**config.mk**
```make
export PLATFORM = sky130hd
export DESIGN_NAME = stopwatch_tick_ctrl_flat
export DESIGN_NICKNAME = d
export VERILOG_FILES = /design/src/rtl/stopwatch_tick_ctrl_if.sv /design/src/rtl/stopwatch_tick_ctrl.sv /design/src/flat_wrapper.sv
export SDC_FILE = /design/constraint.sdc
export NUM_CORES = 1
export LEC_CHECK = 0
export ABC_CLOCK_PERIOD_IN_PS = 2300
export CORE_MARGIN = 4
export CORE_UTILIZATION = 35
export CTS_BUF_LIST = sky130_fd_sc_hd__clkbuf_8
export CTS_CLUSTER_DIAMETER = 200
export DETAILED_ROUTE_END_ITERATION = 16
export DONT_BUFFER_PORTS = 1
export PLACE_DENSITY = 0.59
export SLEW_MARGIN = 25
export SYNTH_ARGS = -nofsm -noshare
export SYNTH_HDL_FRONTEND = slang
export SYNTH_SLANG_ARGS = --single-unit
```
**constraint.sdc**
```tcl
create_clock -name clk -period 2.3 [get_ports clk]
set_input_delay 0.46 -clock clk [delete_from_list [all_inputs] [get_ports clk]]
set_output_delay 0.46 -clock clk [all_outputs]
set_load 0.01 [all_outputs]
```
**src/rtl/stopwatch_tick_ctrl_if.sv**
```systemverilog
`default_nettype none
// ============================================================================
// Module   : stopwatch_tick_ctrl_if
// Brief    : Button inputs and tick/control outputs of the stopwatch tick
//            controller. The master modport drives the buttons and the slave
//            modport (the controller) drives the outputs.
// Revision : 1.0 - initial release
// ============================================================================
interface stopwatch_tick_ctrl_if #(
    parameter int CNT_W = 26
);
    logic             btn_start_n;
    logic             btn_clear_n;
    logic             tick_en;
    logic             clear_pulse;
    logic             running;
    logic [CNT_W-1:0] prescale_q;
    logic             done;

    modport master (
        output btn_start_n,
        output btn_clear_n,
        input  tick_en,
        input  clear_pulse,
        input  running,
        input  prescale_q,
        input  done
    );

    modport slave (
        input  btn_start_n,
        input  btn_clear_n,
        output tick_en,
        output clear_pulse,
        output running,
        output prescale_q,
        output done
    );
endinterface
`default_nettype wire

```
**src/rtl/stopwatch_tick_ctrl.sv**
```systemverilog
`default_nettype none
// ============================================================================
// Module   : stopwatch_tick_ctrl
// Brief    : Run/pause/clear controlled tick source for the seconds counter.
//            Synchronises and debounces the start and clear buttons, runs an
//            IDLE/RUN/PAUSE state machine and emits tick_en once every
//            TICK_DIV cycles while running.
//            Optional macro TICK_LIMIT_EN adds a tick counter and a DONE
//            state entered after MAX_TICKS ticks.
// Revision : 1.0 - initial release
// ============================================================================
module stopwatch_tick_ctrl #(
    parameter int TICK_DIV   = 50000000,
    parameter int CNT_W      = 26,
    parameter int DEB_CYCLES = 1000000,
    parameter int MAX_TICKS  = 99
) (
    input  wire                  clk,
    input  wire                  reset,
    stopwatch_tick_ctrl_if.slave bus
);

    localparam int               c_DEB_W     = $clog2(DEB_CYCLES);
    localparam logic [CNT_W-1:0] c_TICK_LAST = CNT_W'(TICK_DIV - 1);
    localparam logic [c_DEB_W-1:0] c_DEB_LAST = c_DEB_W'(DEB_CYCLES - 1);
`ifdef TICK_LIMIT_EN
    localparam int                 c_TCNT_W   = $clog2(MAX_TICKS + 1);
    localparam logic [c_TCNT_W-1:0] c_TCNT_LAST = c_TCNT_W'(MAX_TICKS - 1);
`endif

`ifdef TICK_LIMIT_EN
    typedef enum logic [1:0] {
        S_IDLE  = 2'd0,
        S_RUN   = 2'd1,
        S_PAUSE = 2'd2,
        S_DONE  = 2'd3
    } state_t;
`else
    typedef enum logic [1:0] {
        S_IDLE  = 2'd0,
        S_RUN   = 2'd1,
        S_PAUSE = 2'd2
    } state_t;
`endif

    // Bit 0 = start button, bit 1 = clear button
    logic [1:0]       w_raw;
    logic [1:0]       w_press;
    logic             w_start_press;
    logic             w_clear_press;
    logic             w_tick_en;

    state_t           r_state;
    logic [CNT_W-1:0] r_prescale;
`ifdef TICK_LIMIT_EN
    logic [c_TCNT_W-1:0] r_tick_cnt;
`endif

    assign w_raw = {bus.btn_clear_n, bus.btn_start_n};

    generate
        for (genvar gi = 0; gi < 2; gi++) begin : g_btn
            logic [1:0]         r_sync;
            logic               r_deb;
            logic [c_DEB_W-1:0] r_cnt;
            logic               r_press;

            // Two-flop synchroniser followed by a stable-level debouncer;
            // a press strobe fires only on an accepted high-to-low change
            always_ff @(posedge clk or posedge reset) begin
                if (reset) begin
                    r_sync  <= 2'b11;
                    r_deb   <= 1'b1;
                    r_cnt   <= '0;
                    r_press <= 1'b0;
                end else begin
                    r_sync <= {r_sync[0], w_raw[gi]};
                    if (r_sync[1] == r_deb) begin
                        r_cnt   <= '0;
                        r_press <= 1'b0;
                    end else if (r_cnt == c_DEB_LAST) begin
                        r_deb   <= r_sync[1];
                        r_cnt   <= '0;
                        r_press <= ~r_sync[1];
                    end else begin
                        r_cnt   <= r_cnt + c_DEB_W'(1);
                        r_press <= 1'b0;
                    end
                end
            end

            assign w_press[gi] = r_press;
        end
    endgenerate

    assign w_start_press = w_press[0];
    assign w_clear_press = w_press[1];

    // A clear in the terminal cycle suppresses that cycle's tick
    assign w_tick_en = (r_state == S_RUN) && (r_prescale == c_TICK_LAST) &&
                       !w_clear_press;

    // Control state machine and prescaler; clear overrides every other event
    always_ff @(posedge clk or posedge reset) begin
        if (reset) begin
            r_state    <= S_IDLE;
            r_prescale <= '0;
`ifdef TICK_LIMIT_EN
            r_tick_cnt <= '0;
`endif
        end else if (w_clear_press) begin
            r_state    <= S_IDLE;
            r_prescale <= '0;
`ifdef TICK_LIMIT_EN
            r_tick_cnt <= '0;
`endif
        end else begin
            case (r_state)
                S_IDLE: begin
                    r_prescale <= '0;
                    if (w_start_press) begin
                        r_state <= S_RUN;
                    end
                end
                S_RUN: begin
                    if (r_prescale == c_TICK_LAST) begin
                        r_prescale <= '0;
                    end else begin
                        r_prescale <= r_prescale + CNT_W'(1);
                    end
                    if (w_start_press) begin
                        r_state <= S_PAUSE;
                    end
`ifdef TICK_LIMIT_EN
                    // Reaching the limit takes precedence over a pause
                    if (w_tick_en) begin
                        r_tick_cnt <= r_tick_cnt + c_TCNT_W'(1);
                        if (r_tick_cnt == c_TCNT_LAST) begin
                            r_state <= S_DONE;
                        end
                    end
`endif
                end
                S_PAUSE: begin
                    if (w_start_press) begin
                        r_state <= S_RUN;
                    end
                end
`ifdef TICK_LIMIT_EN
                S_DONE: begin
                    r_prescale <= '0;
                end
`endif
                default: begin
                    r_state    <= S_IDLE;
                    r_prescale <= '0;
                end
            endcase
        end
    end

    assign bus.tick_en     = w_tick_en;
    assign bus.clear_pulse = w_clear_press;
    assign bus.running     = (r_state == S_RUN);
    assign bus.prescale_q  = r_prescale;
`ifdef TICK_LIMIT_EN
    assign bus.done        = (r_state == S_DONE);
`else
    assign bus.done        = 1'b0;
`endif

endmodule
`default_nettype wire

```
**src/flat_wrapper.sv**
```systemverilog
// flat-port wrapper written by rule: the top's interface ports become plain ports
module stopwatch_tick_ctrl_flat 
#(
    parameter int TICK_DIV   = 50000000,
    parameter int CNT_W      = 26,
    parameter int DEB_CYCLES = 1000000,
    parameter int MAX_TICKS  = 99
)
  (clk, reset, bus_btn_start_n, bus_btn_clear_n, bus_tick_en, bus_clear_pulse, bus_running, bus_prescale_q, bus_done);
  stopwatch_tick_ctrl_if #(.CNT_W(CNT_W)) bus_i ();
  input  wire clk;
  input  wire reset;
  input wire logic [$bits(bus_i.btn_start_n)-1:0] bus_btn_start_n;
  input wire logic [$bits(bus_i.btn_clear_n)-1:0] bus_btn_clear_n;
  output wire logic [$bits(bus_i.tick_en)-1:0] bus_tick_en;
  output wire logic [$bits(bus_i.clear_pulse)-1:0] bus_clear_pulse;
  output wire logic [$bits(bus_i.running)-1:0] bus_running;
  output wire logic [$bits(bus_i.prescale_q)-1:0] bus_prescale_q;
  output wire logic [$bits(bus_i.done)-1:0] bus_done;
  assign bus_i.btn_start_n = bus_btn_start_n;
  assign bus_i.btn_clear_n = bus_btn_clear_n;
  assign bus_tick_en = bus_i.tick_en;
  assign bus_clear_pulse = bus_i.clear_pulse;
  assign bus_running = bus_i.running;
  assign bus_prescale_q = bus_i.prescale_q;
  assign bus_done = bus_i.done;
  stopwatch_tick_ctrl #(.TICK_DIV(TICK_DIV), .CNT_W(CNT_W), .DEB_CYCLES(DEB_CYCLES), .MAX_TICKS(MAX_TICKS)) u_core (.clk(clk), .reset(reset), .bus(bus_i));
endmodule
```
; After elaboration in Yosys (flattened, before gate mapping)
; Cells that the tools add are included.
[totals]
register_bits = 76
in_bits = 4
[classes]
n_addsub = 3
n_eq_ne = 10
n_mux = 15
n_bitwise = 4
reduce_logical = 8
[ops]
columns = op, count
row1 = $mux W20, 4
row2 = $mux W26, 2
row3 = $pmux W26 S2, 1
row4 = $add A20 B1 Y20 const B, 2
row5 = $eq A20 B20 Y1 const B, 2
row6 = $add A26 B1 Y26 const B, 1
row7 = $eq A26 B26 Y1 const B, 1
row8 = $mux W2, 3
row9 = $ne A3 B1 Y1 const B, 2
row10 = $reduce_and A2 Y1, 3
row11 = $mux W1, 4
row12 = $not A1 Y1, 4
row13 = $pmux W2 S2, 1
row14 = $eq A1 B1 Y1, 2
row15 = $eq A2 B1 Y1 const B, 1
row16 = $eq A2 B2 Y1 const B, 1
row17 = $logic_and A1 B1 Y1, 2
row18 = $logic_not A2 Y1, 1
row19 = $ne A2 B1 Y1 const B, 1
row20 = $reduce_or A2 Y1, 1
row21 = $logic_not A1 Y1, 1

; Longest topological paths before layout
[logic_depth]
word_depth = 4
mapped_depth = 8
mapped_depth_nobuf = 6

; Worst setup path after synthesis
; OpenSTA, ideal clock, no wires.
[synth_timing]
path_type = reg2reg
from = reg u_core.r_prescale[0], in the netlist u_core.bus.prescale_q[0]
to = reg u_core.r_prescale[11], in the netlist u_core.bus.prescale_q[11]
setup_ps = 121
arrival_time_ps = 1797
setup_slack_ps = 382
path_stages_with_launch = 9
path_buffers = 2
synth_period_minus_slack_ps = 1918
cell_sequence = dfrtp_1 > ha_1 > nand3_1 > nor4_1 > a21o_1 > and2_1 > buf_2 > buf_2 > nor2_1
[synth_via]
elab_chain_cells = 4
elab_cells_between_ends = 5
cone_classes = 1 x add/sub / 1 x eq/ne / 3 x mux
[synth_rtl]
columns = element, line
row1 = "start, declared", stopwatch_tick_ctrl.sv:54  ; logic [CNT_W-1:0] r_prescale;
row2 = "start signal, assigned", stopwatch_tick_ctrl.sv:129  ; r_prescale <= r_prescale + CNT_W'(1);
row3 = $add A26 B1 Y26 / $eq A26 B26 Y1 (equally long branches), "stopwatch_tick_ctrl.sv:129, stopwatch_tick_ctrl.sv:126"
row4 = $mux W26 (*), stopwatch_tick_ctrl.sv:126  ; if (r_prescale == c_TICK_LAST) begin
row5 = $pmux W26 S2 (*), stopwatch_tick_ctrl.sv:118  ; case (r_state)
row6 = $mux W26 (*), stopwatch_tick_ctrl.sv:111  ; end else if (w_clear_press) begin
; Mark *: on every way between the ends. The rest lies on a longest branch, timed or not.
; A chain may end at the register's enable or synchronous reset.

; Final worst setup path
[layout_timing]
from = reg u_core.r_prescale[0], in the netlist u_core.bus.prescale_q[0]
to = out bus_tick_en
[layout_via]
elab_chain_cells = 3
[layout_rtl]
columns = element, line
row1 = $eq A26 B26 Y1, stopwatch_tick_ctrl.sv:100  ; assign w_tick_en = (r_state == S_RUN) && (r_prescale == c_TICK_LAST) &&
row2 = $logic_and A1 B1 Y1 (2 in series), stopwatch_tick_ctrl.sv:100
row3 = "end, declared", flat_wrapper.sv:15  ; output wire logic [$bits(bus_i.tick_en)-1:0] bus_tick_en;
; No other way between the ends.

==> impl_results.md <==
- Mux contribution to synthesized area: under 10%
- CTS sink cnt: 76
- Reg2reg start: u_core.bus.prescale_q[7]
- Clock skew: 0.00923 ns
- Adder-Cell Fraction of Synth Area: around 1%
- Port Buf Inserts: 0
- Leak pwr: ~0.0017 uW
- Root Driver: clkbuf_8
- Tmin final: between 2 and 2.5 ns
- Setup_tns: 0 ns
- Avg WL per Cell: ~14 um
- Fmax: 0.456 GHz
- Final period util: between 90 and 100%
- Setup Buffers After CTS: 0
- Worst-path clk slew: 0.08 ns
- Initial Util: 36.0%
- Largest net degree at the start of global routing: 77
- Main combinational cell family by area after synthesis: simple AND/OR/NAND/NOR gates
- Outcome: finished, final reports clean
- Pwr dens: roughly 570 nW/um^2
- Routed Antenna Nets: 0
- Cell variety after synth: 48
- VDD IR max: around 280 uV
- Clk_lat worst skew: 0.34 ns
- CP Launch Point: u_core.bus.prescale_q[0]
- Least-Margin Pin Slew: 0.631 ns
- Deepest clock path buffer count: 2
- Placeable Area: 10400 sq um
- Area grow syn2layout: 12.6%
- Synth Register Bits: 76
- GP Congestion: 0.758
- Compound-gate portion of the synthesized area: under 10%
- Vias in the first global route: 2689
- Vias per cell: between 5 and 6
- Vias post-DR: 2699
- DRC: 0
- Post_cts resized: 0
- First-pass GRT wire length: 13200 um
- H-tree levels: 3
- Max cap viols: 0
- DR pass1 iterations: 4
- R2R Path End: u_core.bus.prescale_q[25]
- Relative slew slack: 57.5%
- Cell area after technology mapping: 3740 sq um
- Number of diodes: 0
- Post-Synth XOR/XNOR Area: 12.7%
- Synth Area in Simple Gates: 28.1%
- Worst setup EP type: primary output
- Die Span Y: 111 um
- Most common cell after layout, fill and taps aside: nor2_1
- Cell count after synthesis: 376
- Ports: 34
- Die extent in x: approximately 110 um
- Hold-fix buffers, CTS: 0
- Post-synth ARST share: 100%
- Post-route insts no fill: 536
- Pre-CTS WS: approximately 0.24 ns
- Slew Limit Fails: 0
- Most frequent cells in the layout: nor2_1, dfrtp_1, xnor2_1
- Detail Placement HPWL: 5130 um
- WP data required: around 1.8 ns
- Startpoint Class: register
- CTS Buf Count: 9
- Placed Cells: 520
- Syn Area/Cell: 9.94 sq um
- Finished Core Util: 40.6%
- Antenna violations before repair: 0
- Fin Hold WS: 0.0850 ns
- EDFF count, synth: 0
- Predominant post-synthesis flop cell: dfrtp_1
- Final setup vio count: 0
- Setup ws final: 0.106 ns
- Die area: 12400 sq um
- CP Data Arrival Time: 1.73 ns
- Critical path class: register to primary output
- R2R setup slack: 0.26 ns
- First-iteration detailed-routing DRC count: 140
- Ys Warns: 0
- GRT Residual Overflow: 0
- Filler Cell Count: 1035
- Routed wire length: 7510 um
- Share of post-route cells with drive strength above 1: between 10% and 20%
- # rows: 37
- Syn Nets: approximately 380
- Hold Fails Final Rpt: 0
- Worst-path maximum fanout: 4
- CTS tree: done
- Hold WC Path Type: input pin to async pin
- Worst R2R Path Depth: 5
- Seq/Total Area, Yosys: 51.1%
- GRT Total Usage: between 10 and 15%
- Worst Setup EP: bus_tick_en
- Final #Nets: 402
[where the power goes]
group | switching (uW) | leakage (uW) | internal [uW]
logic | 43.6 | 0.000607 | 15.6
clock network | 492 | 0.0000990 | 488
registers | 11.1 | 0.00104 | 1350
total | 547 | 0.00174 | 1850
[how the worst min path moves through the flow]
stage / start / to / slack, ns / cells past startpoint
6_report: reset / u_core.g_btn[1].r_cnt[13] / 0.08 / 2
3_5_place_dp: u_core.g_btn[1].r_sync[0] / u_core.g_btn[1].r_sync[1] / 0.35 / 0
2_1_floorplan: u_core.g_btn[0].r_sync[0] / u_core.g_btn[0].r_sync[1] / 0.35 / 0
5_1_grt: bus_btn_clear_n / u_core.g_btn[1].r_sync[0] / 0.08 / 0
3_3_place_gp: u_core.g_btn[1].r_sync[0] / u_core.g_btn[1].r_sync[1] / 0.35 / 0
4_1_cts: bus_btn_clear_n / u_core.g_btn[1].r_sync[0] / 0.08 / 0
[cell usage after synthesis (2+ instances only)]
cell	n	share of area [%]
nor4_2	2	0.67
o21ai_0	10	1.3
nor2_1	72	7.2
nor3_1	12	1.6
ha_1	3	1.0
nand2b_1	2	0.33
nand2_1	27	2.7
nor3_2	4	1.1
clkbuf_1	4	0.40
xor2_1	23	5.4
and4_1	3	0.70
mux2_2	2	0.60
inv_1	9	0.90
xnor2_1	31	7.3
nor3b_1	4	0.80
and3_1	8	1.3
nor4bb_1	2	0.54
mux2i_1	2	0.54
a21o_1	4	0.80
nor4b_1	2	0.47
buf_2	5	0.67
nand4_1	15	2.5
nand3_1	25	3.3
nor4_1	7	1.2
dfstp_2	6	4.2
dfrtp_1	70	47
[cell type report]
class                           count  area, sq um  area share (%)
Multi-Input combinational cell    280         1750            41.6
Sequential cell                    76         1910            45.4
Clock buffer                        9          124            2.94
Clock inverter                      7         61.3            1.46
Inverter                            9         37.5           0.892
Timing Repair Buffer               19          155            3.69
Tap cell                          136          170            4.05
[per-layer routing]
| metal | global-route usage, % | wire (um) |
|---|---|---|
| met1 | 17.0 | 3520 |
| met3 | 4.86 | 429 |
| met4 | 4.70 | 89 |
| met5 | 0 | 0 |
| met2 | 19.5 | 3470 |
[flip-flops by register name, indices dropped and copies added (netlist names)]
| name | flops |
|---|---|
| u_core.g_btn.r_cnt | 40 |
| u_core.g_btn.r_deb | 2 |
| u_core.bus.clear_pulse | 1 |
| u_core.r_state | 2 |
| u_core.g_btn.r_press | 1 |
| u_core.bus.prescale_q | 26 |
| u_core.g_btn.r_sync | 4 |
[logic make-up after synthesis]
| group | after synthesis |
|---|---|
| AOI/OAI and AO/OA | 20 |
| buffers and inverters | 20 |
| and+or+nand+nor | 198 |
| DFF | 76 |
| other | 1 |
| adders and majority gates | 3 |
| muxes | 4 |
| xor gates and xnor gates | 54 |
[worst max-delay path: stages, from the launching register on]
cell,delay (ns)
dfrtp_1,0.35
ha_1,0.20
nand3_1,0.20
nor4_4,0.35
nand2_1,0.09
nor2_1,0.21
[metrics by stage]
| step | total power, uW | instance area, sq um |
|---|---|---|
| after floorplan | 1430 | 3740 |
| after global placement | 1450 | 4010 |
| after detailed placement | 1450 | 4010 |
| after CTS | 2430 | 4190 |
| after global routing | 2510 | 4210 |
| final | 2400 | 4210 |
(Power assumes the default switching activity.)
